$ cat src/rtl/vp_color_pkg.sv
// ============================================================================
// Module      : vp_color_pkg
// Description : Shared colour-space constants: mode encodings, BT.601/BT.709
//               studio-range coefficient sets and offsets.
// Revision    : 1.0 - initial release
// ============================================================================
`default_nettype none

package vp_color_pkg;

    typedef enum logic [1:0] {
        MODE_BT601  = 2'b00,
        MODE_BT709  = 2'b01,
        MODE_BYPASS = 2'b10,
        MODE_RSVD   = 2'b11
    } csc_mode_e;

    localparam int c_coef_frac_ref = 12;

    // Row order: Y(R,G,B), Cb(R,G,B), Cr(R,G,B)
    localparam int c_bt601_q12 [9] = '{ 1053,  2064,   401,
                                        -606, -1192,  1798,
                                        1798, -1507,  -291};
    localparam int c_bt709_q12 [9] = '{  750,  2515,   254,
                                        -414, -1389,  1798,
                                        1798, -1634,  -164};

    // Source real coefficients in thousandths, used when FRAC_W differs from 12
    localparam int c_bt601_milli [9] = '{ 257,  504,   98,
                                         -148, -291,  439,
                                          439, -368,  -71};
    localparam int c_bt709_milli [9] = '{ 183,  614,   62,
                                         -101, -339,  439,
                                          439, -399,  -40};

    localparam int c_offset_y_8 = 16;
    localparam int c_offset_c_8 = 128;

    function automatic int coef_scale(input int q12, input int milli, input int frac);
        longint mag;
        if (frac == c_coef_frac_ref) begin
            return q12;
        end
        mag = (milli < 0) ? -longint'(milli) : longint'(milli);
        mag = (mag * (longint'(1) << frac) * 2 + 1000) / 2000;
        return (milli < 0) ? -int'(mag) : int'(mag);
    endfunction

endpackage

`default_nettype wire

$ cat src/rtl/csc_sat.sv
// ============================================================================
// Module      : csc_sat
// Description : Signed accumulator -> floor shift by FRAC_W -> clamp to PIX_W.
// Revision    : 1.0 - initial release
// ============================================================================
`default_nettype none

module csc_sat #(
    parameter int PIX_W  = 8,
    parameter int FRAC_W = 12,
    parameter int ACC_W  = PIX_W + FRAC_W + 3
) (
    input  logic signed [ACC_W-1:0] i_acc,
    output logic        [PIX_W-1:0] o_pix
);

    localparam logic signed [ACC_W-1:0] c_max = ACC_W'((longint'(1) << PIX_W) - 1);

    logic signed [ACC_W-1:0] w_shift;

    assign w_shift = i_acc >>> FRAC_W;

    always_comb begin
        o_pix = w_shift[PIX_W-1:0];
        if (w_shift[ACC_W-1]) begin
            o_pix = '0;
        end else if (w_shift > c_max) begin
            o_pix = {PIX_W{1'b1}};
        end
    end

endmodule

`default_nettype wire

$ cat src/rtl/rgb2ycbcr_pipe.sv
// ============================================================================
// Module      : rgb2ycbcr_pipe
// Description : Pipelined RGB->YCbCr converter (BT.601/BT.709/bypass per pixel)
//               with valid/ready backpressure and sideband pass-through.
// Revision    : 1.0 - initial release
// ============================================================================
`default_nettype none

module rgb2ycbcr_pipe
    import vp_color_pkg::*;
#(
    parameter int PIX_W  = 8,
    parameter int FRAC_W = 12,
    parameter int USER_W = 2
) (
    input  logic              clock,
    input  logic              reset,
    input  logic              in_valid,
    output logic              in_ready,
    input  logic [PIX_W-1:0]  in_red,
    input  logic [PIX_W-1:0]  in_green,
    input  logic [PIX_W-1:0]  in_blue,
    input  logic [USER_W-1:0] in_user,
    input  logic [1:0]        in_mode,
    output logic              out_valid,
    input  logic              out_ready,
    output logic [PIX_W-1:0]  out_y,
    output logic [PIX_W-1:0]  out_cb,
    output logic [PIX_W-1:0]  out_cr,
    output logic [USER_W-1:0] out_user
);

    localparam int c_acc_w  = PIX_W + FRAC_W + 3;
    localparam int c_coef_w = FRAC_W + 2;

    localparam logic signed [c_acc_w-1:0] c_off_y =
        c_acc_w'(longint'(c_offset_y_8) << (PIX_W - 8 + FRAC_W));
    localparam logic signed [c_acc_w-1:0] c_off_c =
        c_acc_w'(longint'(c_offset_c_8) << (PIX_W - 8 + FRAC_W));
    localparam logic signed [c_acc_w-1:0] c_round =
        c_acc_w'(longint'(1) << (FRAC_W - 1));

    // Input sample stage
    logic                r_s0_valid;
    logic [PIX_W-1:0]    r_s0_comp [3];
    logic [USER_W-1:0]   r_s0_user;
    csc_mode_e           r_s0_mode;

    // S1: products
    logic                      r_s1_valid;
    logic signed [c_acc_w-1:0] r_s1_prod [9];
    logic [USER_W-1:0]         r_s1_user;
    csc_mode_e                 r_s1_mode;

    // S2: accumulators
    logic                      r_s2_valid;
    logic signed [c_acc_w-1:0] r_s2_acc [3];
    logic [USER_W-1:0]         r_s2_user;

    logic                       w_adv;
    csc_mode_e                  w_in_mode;
    logic signed [c_coef_w-1:0] w_coef [9];
    logic signed [c_acc_w-1:0]  w_prod [9];
    logic signed [c_acc_w-1:0]  w_sum  [3];
    logic [PIX_W-1:0]           w_pix  [3];

    // A stalled output freezes every stage, so one enable drives the whole pipe
    assign w_adv     = !out_valid || out_ready;
    assign in_ready  = w_adv;
    assign w_in_mode = (in_mode == MODE_RSVD) ? MODE_BT601 : csc_mode_e'(in_mode);

    // Bypass is a unity-gain permutation: Y<-G, Cb<-B, Cr<-R with no offset
    generate
        for (genvar i = 0; i < 9; i++) begin : g_coef
            localparam int c_k601 = coef_scale(c_bt601_q12[i], c_bt601_milli[i], FRAC_W);
            localparam int c_k709 = coef_scale(c_bt709_q12[i], c_bt709_milli[i], FRAC_W);
            localparam int c_kbyp = (i == 1 || i == 5 || i == 6) ? (1 << FRAC_W) : 0;

            assign w_coef[i] = (r_s0_mode == MODE_BT709)  ? c_coef_w'(c_k709) :
                               (r_s0_mode == MODE_BYPASS) ? c_coef_w'(c_kbyp) :
                                                            c_coef_w'(c_k601);
            assign w_prod[i] = c_acc_w'(w_coef[i]) *
                               c_acc_w'($signed({1'b0, r_s0_comp[i % 3]}));
        end

        for (genvar c = 0; c < 3; c++) begin : g_chan
            logic signed [c_acc_w-1:0] w_off;

            assign w_off    = (r_s1_mode == MODE_BYPASS) ? '0 :
                              (c == 0) ? c_off_y : c_off_c;
            assign w_sum[c] = r_s1_prod[3*c] + r_s1_prod[3*c+1] + r_s1_prod[3*c+2]
                            + w_off + c_round;

            csc_sat #(
                .PIX_W  (PIX_W),
                .FRAC_W (FRAC_W),
                .ACC_W  (c_acc_w)
            ) u_sat (
                .i_acc (r_s2_acc[c]),
                .o_pix (w_pix[c])
            );
        end
    endgenerate

    always_ff @(posedge clock or posedge reset) begin
        if (reset) begin
            r_s0_valid <= 1'b0;
            r_s0_user  <= '0;
            r_s0_mode  <= MODE_BT601;
            r_s1_valid <= 1'b0;
            r_s1_user  <= '0;
            r_s1_mode  <= MODE_BT601;
            r_s2_valid <= 1'b0;
            r_s2_user  <= '0;
            out_valid  <= 1'b0;
            out_y      <= '0;
            out_cb     <= '0;
            out_cr     <= '0;
            out_user   <= '0;
            for (int i = 0; i < 3; i++) begin
                r_s0_comp[i] <= '0;
                r_s2_acc[i]  <= '0;
            end
            for (int i = 0; i < 9; i++) begin
                r_s1_prod[i] <= '0;
            end
        end else if (w_adv) begin
            r_s0_valid   <= in_valid;
            r_s0_comp[0] <= in_red;
            r_s0_comp[1] <= in_green;
            r_s0_comp[2] <= in_blue;
            r_s0_user    <= in_user;
            r_s0_mode    <= w_in_mode;

            r_s1_valid <= r_s0_valid;
            r_s1_user  <= r_s0_user;
            r_s1_mode  <= r_s0_mode;
            for (int i = 0; i < 9; i++) begin
                r_s1_prod[i] <= w_prod[i];
            end

            r_s2_valid <= r_s1_valid;
            r_s2_user  <= r_s1_user;
            for (int i = 0; i < 3; i++) begin
                r_s2_acc[i] <= w_sum[i];
            end

            out_valid <= r_s2_valid;
            out_y     <= w_pix[0];
            out_cb    <= w_pix[1];
            out_cr    <= w_pix[2];
            out_user  <= r_s2_user;
        end
    end

endmodule

`default_nettype wire
$ cat config.mk
export PLATFORM = sky130hd
export DESIGN_NAME = rgb2ycbcr_pipe
export DESIGN_NICKNAME = d
export VERILOG_FILES = /design/src/rtl/vp_color_pkg.sv /design/src/rtl/csc_sat.sv /design/src/rtl/rgb2ycbcr_pipe.sv
export SDC_FILE = /design/constraint.sdc
export NUM_CORES = 2
export LEC_CHECK = 0
export CORE_ASPECT_RATIO = 0.5
export CORE_MARGIN = 2
export CORE_UTILIZATION = 45
export CTS_BUF_LIST = sky130_fd_sc_hd__clkbuf_16
export DETAILED_ROUTE_END_ITERATION = 12
export GPL_TIMING_DRIVEN = 0
export SETUP_SLACK_MARGIN = 0.15
export SYNTH_ARGS = -nofsm -noshare
export SYNTH_HDL_FRONTEND = slang
export SYNTH_SLANG_ARGS = --single-unit
export TNS_END_PERCENT = 20
$ cat constraint.sdc
create_clock -name clock -period 19.7 [get_ports clock]
set_input_delay 1.97 -clock clock [delete_from_list [all_inputs] [get_ports clock]]
set_output_delay 1.97 -clock clock [all_outputs]
set_load 0.05 [all_outputs]
### Word-level counts from Yosys, hierarchy flattened

Cells that the tools add are included.

* equality and inequality tests: 4
* muxes and demuxes: 25
* shift-type cells: 0
* magnitude comparators: 3
* divide/modulo/power cells: 0
* $add $sub $neg: 12
* bitwise gates (word level): 0
* multiply operators: 9
* reductions and logical operators: 2

Operators by type and width (count)
* $add A23 B23 Y23: 7
* $mul A14 B9 Y23: 5
* $mux W14: 8
* $add A23 B13 Y23 const B: 3
* $mux W13: 4
* $mux W8: 6
* $mul A13 B8 Y21: 2
* $gt A11 B9 Y1 const B: 3
* $add A23 B18 Y23: 1
* $add A23 B21 Y23: 1
* $mux W11: 2
* $mux W20: 1
* $mul A11 B8 Y19: 1
* $mux W9: 2
* $mul A9 B8 Y17: 1
* $mux W17: 1
* $eq A2 B2 Y1 const B: 3
* $eq A2 B1 Y1 const B: 1
* $mux W2: 1
* $logic_not A1 Y1: 1
* $logic_or A1 B1 Y1: 1

* bits in latches: 0
* word-level logic and storage cells: 83
* memories kept: 0
* ROM bits: 0
* bits in registers: 340
* bits in writable memories: 0
* input port bits: 32

### Logic depth before layout (Yosys ltp)

* depth in word-level cells: 4
* depth in mapped cells: 23

### Modules after synthesis

Synthesis repeated with hierarchy kept, for this count alone.

* cells, all modules: 3936
* area total of the unflattened synthesis: 36042.1 sq um

By module, submodules not included
* rgb2ycbcr_pipe: cells an instance 3879, area each 35632.9 sq um, sequential area each 7907.6 sq um, instances 1
* csc_sat: cells an instance 19, area each 136.4 sq um, sequential area each 0.0 sq um, instances 3

### Worst setup path after synthesis

Ideal clock, no wire load.

* path type: register to register
* start: reg r_s0_mode[0]
* end: reg r_s1_prod[20] (netlist name)
* clock period less this slack: 5.551 ns
* stages on the path, launching flop included: 22
* buffers on the path: 1
* setup slack: 14.149 ns
* data arrival time: 5.455 ns
* setup time: 0.096 ns
* cell sequence: dfrtp_1 inv_1 ha_1 clkbuf_1 nand2b_1 inv_1 fa_1 inv_1 fa_1 inv_1 fa_1 inv_1 fa_1 inv_1 ha_1 or2_2 or3_1 a31o_2 nand3_1 o21ai_0 o31a_1 o31ai_1

* word-level cells in the longest chain between the ends: 4
* elaborated cells between the ends (all ways): 5
* classes of those cells: 1 x mul; 2 x eq/ne; 2 x mux

Ends and longest elaborated chain
* from (decl): RTL line rgb2ycbcr_pipe.sv:47 `csc_mode_e r_s0_mode;`
* from (signal assigned): RTL line rgb2ycbcr_pipe.sv:133 `r_s0_mode <= w_in_mode;`
* $eq A2 B2 Y1: RTL line rgb2ycbcr_pipe.sv:80 `(r_s0_mode == MODE_BYPASS) ? c_coef_w'(c_kbyp) :`
* $mux W14: RTL line rgb2ycbcr_pipe.sv:80
* $mux W14 (*): RTL line rgb2ycbcr_pipe.sv:79 `assign w_coef[i] = (r_s0_mode == MODE_BT709) ? c_coef_w'(c_k709) :`
* $mul A14 B9 Y23 (*): RTL line rgb2ycbcr_pipe.sv:82 `assign w_prod[i] = c_acc_w'(w_coef[i]) *`
* to (signal, indexed assignment): RTL line rgb2ycbcr_pipe.sv:139 `r_s1_prod[i] <= w_prod[i];`
* to (decl): RTL line rgb2ycbcr_pipe.sv:51 `logic signed [c_acc_w-1:0] r_s1_prod [9];`

Mark *: on every way between the ends. The rest lies on a longest branch, timed or not.
A chain may end at the register's enable or synchronous reset.

### Final worst setup path

* start: in out_ready
* end: out in_ready

* word-level cells in the longest chain between the ends: 1

Ends and longest elaborated chain
* from (decl): RTL line rgb2ycbcr_pipe.sv:26 `input logic out_ready,`
* $logic_or A1 B1 Y1: RTL line rgb2ycbcr_pipe.sv:68 `assign w_adv = !out_valid || out_ready;`
* to (decl): RTL line rgb2ycbcr_pipe.sv:19 `output logic in_ready,`

Every way passes these cells.

==> key figures <==
Outcome
  • Outcome: completed

Detailed routing
  • DRT iter0 DRCs: 2,527
  • Final wirelength: around 110 mm
  • Vias per Instance: 5.57
  • DR vias: 26,601
  • Routed Antenna Nets: 0
  • Drt wl/cell: 23.6 um
  • # DRC: 0
  • DR pass1 iterations: 5

Worst setup path
  • Max incr delay on CP: ~0.97 ns
  • Slowest CP cell: clkdlybuf4s50_1
  • R2R cell count: 19
  • Worst r2r src: r_s0_mode[0]
  • Crit. End Element: primary output
  • Crit start category: input pin
  • Crit path max fanout: 10
  • Buf+Inv Stages, Crit Path: 7
  • Most frequent CP cell: clkbuf_1
  • WP data required: 17.73 ns
  • Crit-path leading delay family: buffers and inverters
  • Worst r2r dst: r_s1_prod[108]
  • CP Data Arrival Time: around 6.4 ns
  • Crit path cell chain: clkdlybuf4s50_1 -> nor2b_1 -> clkbuf_1 -> inv_1 -> clkbuf_1 -> clkbuf_1 -> clkbuf_1 -> clkdlybuf4s50_1
  • Critical Setup Path Class: in2out
  • Worst reg2reg setup slack: 11.62 ns

Logic synthesis
  • Post-synth EDFFs: 0
  • Ys Warns: 0
  • Yosys top cell by area: fa_1
  • Cell with the most instances after synthesis: inv_1
  • Netlist cell types: 75
  • Post-Syn Area: 33,700 sq um
  • Synth Flop Type: dfrtp_1
  • Ranking of synthesized cells by area: fa_1 23%, dfrtp_1 21%, ha_1 20%
  • Avg Inst Size Synth: just over 9 sq um
  • #FFs+latches synth: 280
  • Mapped Cells: 3,652
  • Synth async-reset ratio: 100%
  • Post-synth top cells: 713 x inv_1, 531 x ha_1, 404 x nand2_1
  • Syn_nets: 4,604
  • Synth top area share: ~23%
  • Sequential share of the synthesized area: 20.8%

Timing
  • Setup TNS: 0 ns
  • Clk_skew: 0.0191 ns
  • Final setup violation count: 0
  • Min cycle time layout: around 8.3 ns
  • Final worst slack: 11.37 ns
  • Slew headroom: 8.29%
  • Final Cycle Share: 42.3%
  • Fmax: 120 MHz
  • Worst slew pin tran: 1.38 ns
  • Final Hold Viols: 0
  • Max Slew Vio Count: 0
  • RSZ-0062 raised after global routing: false

CTS
  • # resized after CTS: 0
  • Clock-pin slew on the worst setup and hold paths: 0.07 ns
  • Postcts setup bufs: 0
  • Clk buf depth: 3
  • Root Buffer: clkbuf_16
  • Hold_buf cts: 0
  • # clock sinks: 280
  • Clock latency on the worst-skew pair: around 0.62 ns
  • H-tree depth: 1
  • CTS Buf Count: 31
  • CTS tree: built

Layout
  • Final net count: around 4,700
  • Area of the multi-input gates: about 24,000 sq um
  • Layout fillers: 6,996
  • Area grow syn2layout: 8.87%
  • Design Area, Final: 36,700 sq um
  • Layout cells sized above 1: 2.33%
  • FF/Latch Area: 7010 sq um

GRT
  • GRT Overall Usage: 30.0%
  • First-pass GRT wire length: about 170 mm
  • Largest net degree at the start of global routing: 102
  • Aggregate global routing overflow: 0
  • Number of global-route vias before repair: around 27,000
  • Initial antenna violation count: 13

Die
  • CORE AREA: 73,700 sq um
  • Die Footprint: 77,300 sq um
  • Initial core utilization: 45.8%
  • Row count: 70
  • Die Span X: 391 um
  • Die H: 198 um
  • # IOs: 60

Placement
  • Placed Area: 35,700 sq um
  • Worst slack at placement: 11.45 ns
  • Post-DP HPWL: approximately 93 mm
  • Port Buffers: 59
  • Placer Congestion: about 0.96

Min path
  • Hold path depth: 2
  • Hold Crit Class: reg2reg
  • Worst Min Path Start: r_s1_prod[23]
  • Hold endpoint: r_s1_prod[23]

Job
  • Max-cap violations: 0
logic make-up (layout without fill, tap and decap cells):
group | count (synthesis) | count (layout) | synth area share, %
AO/OA/AOI/OAI | 650 | 650 | 12.4
XOR/XNOR | 108 | 108 | 2.80
adder cells (fa/ha/maj) | 920 | 920 | 42.8
buffers and inverters | 801 | 918 | 8.91
flip-flops | 280 | 280 | 20.8
multiplexers | 10 | 10 | 0.304
other | 0 | 2 | 0
AND/OR/NAND/NOR | 883 | 883 | 12.1
final cells by class:
cell class                 instances  area share, %
multi-input combinational       2571           64.6
tap                             1008           3.43
sequential                       280           19.1
clock inverter                    25          0.811
clock buffer                      31           2.11
inverter                         713           7.31
buffer                            88          0.906
antenna                            2         0.0136
timing repair buffer              61           1.76
per-stage QoR:
step           hold WS (ns)  cells  utilization, %
3_5_place_dp          0.451   4721            48.4
6_report              0.469   4779            49.9
4_1_cts               0.467   4777            49.9
5_1_grt               0.499   4777            49.9
3_3_place_gp          0.448   4719            48.3
2_1_floorplan         0.430   3652               -
worst max-delay path by stage:
| stage | startpoint | to | slack (ns) | cells past startpoint |
|---|---|---|---|---|
| final | out_ready | in_ready | 11.37 | 8 |
| after global routing | r_s0_mode[0] | r_s1_prod[40] | 11.42 | 22 |
| after CTS | out_ready | in_ready | 11.37 | 8 |
| after detailed placement | out_ready | in_ready | 11.45 | 8 |
| after global placement | reset | r_s0_comp[12] | 5.73 | 2 |
| after floorplan | reset | out_cb[0] | 10.01 | 1 |
worst reg2reg max path, delay by kind of cell (launching register included):
family | cells | cell delay, ns
flip-flops | 1 | 0.36
buffers and inverters | 6 | 2.14
AND/OR/NAND/NOR | 3 | 0.71
AO/OA/AOI/OAI | 4 | 1.48
adder cells (fa/ha/maj) | 6 | 3.24
cell usage in the layout (no fill, tap or decap), types with 20 or more instances in the layout:
cell             count
clkdlybuf4s50_1     59
nand2_1            404
nand2b_1            42
o211ai_1            20
o21ai_0            137
nand3_1             31
clkbuf_16           31
xnor2_1             54
a211oi_1            29
xor2_1              54
nor3b_1             22
nor3_1              34
o21a_1              30
inv_1              714
a21o_1              55
a21oi_1            209
fa_1               389
clkbuf_1            73
o31ai_1             38
nor2_1             179
and2_1              54
ha_1               531
dfrtp_1            280
sequential cells by signal, summed over array words and instances (netlist names):
name	cells
out_valid	1
r_s2_user	2
r_s1_mode	2
r_s1_user	2
r_s1_prod	184
r_s0_comp	24
r_s0_user	2
out_y	8
r_s0_valid	1
r_s1_valid	1
out_user	2
r_s2_valid	1
r_s0_mode	2
out_cb	8
r_s2_acc	32
out_cr	8
metal layers:
metal / wire, um / GRT usage, %
met1: 52200 / 44.4
met2: 46800 / 44.9
met3: 11000 / 6.42
met4: 2820 / 6.88
met5: 27 / 0
Power is left out: the tool's default activity adds up to more than one toggle a clock period on the data nets, which glitch-free logic cannot reach.
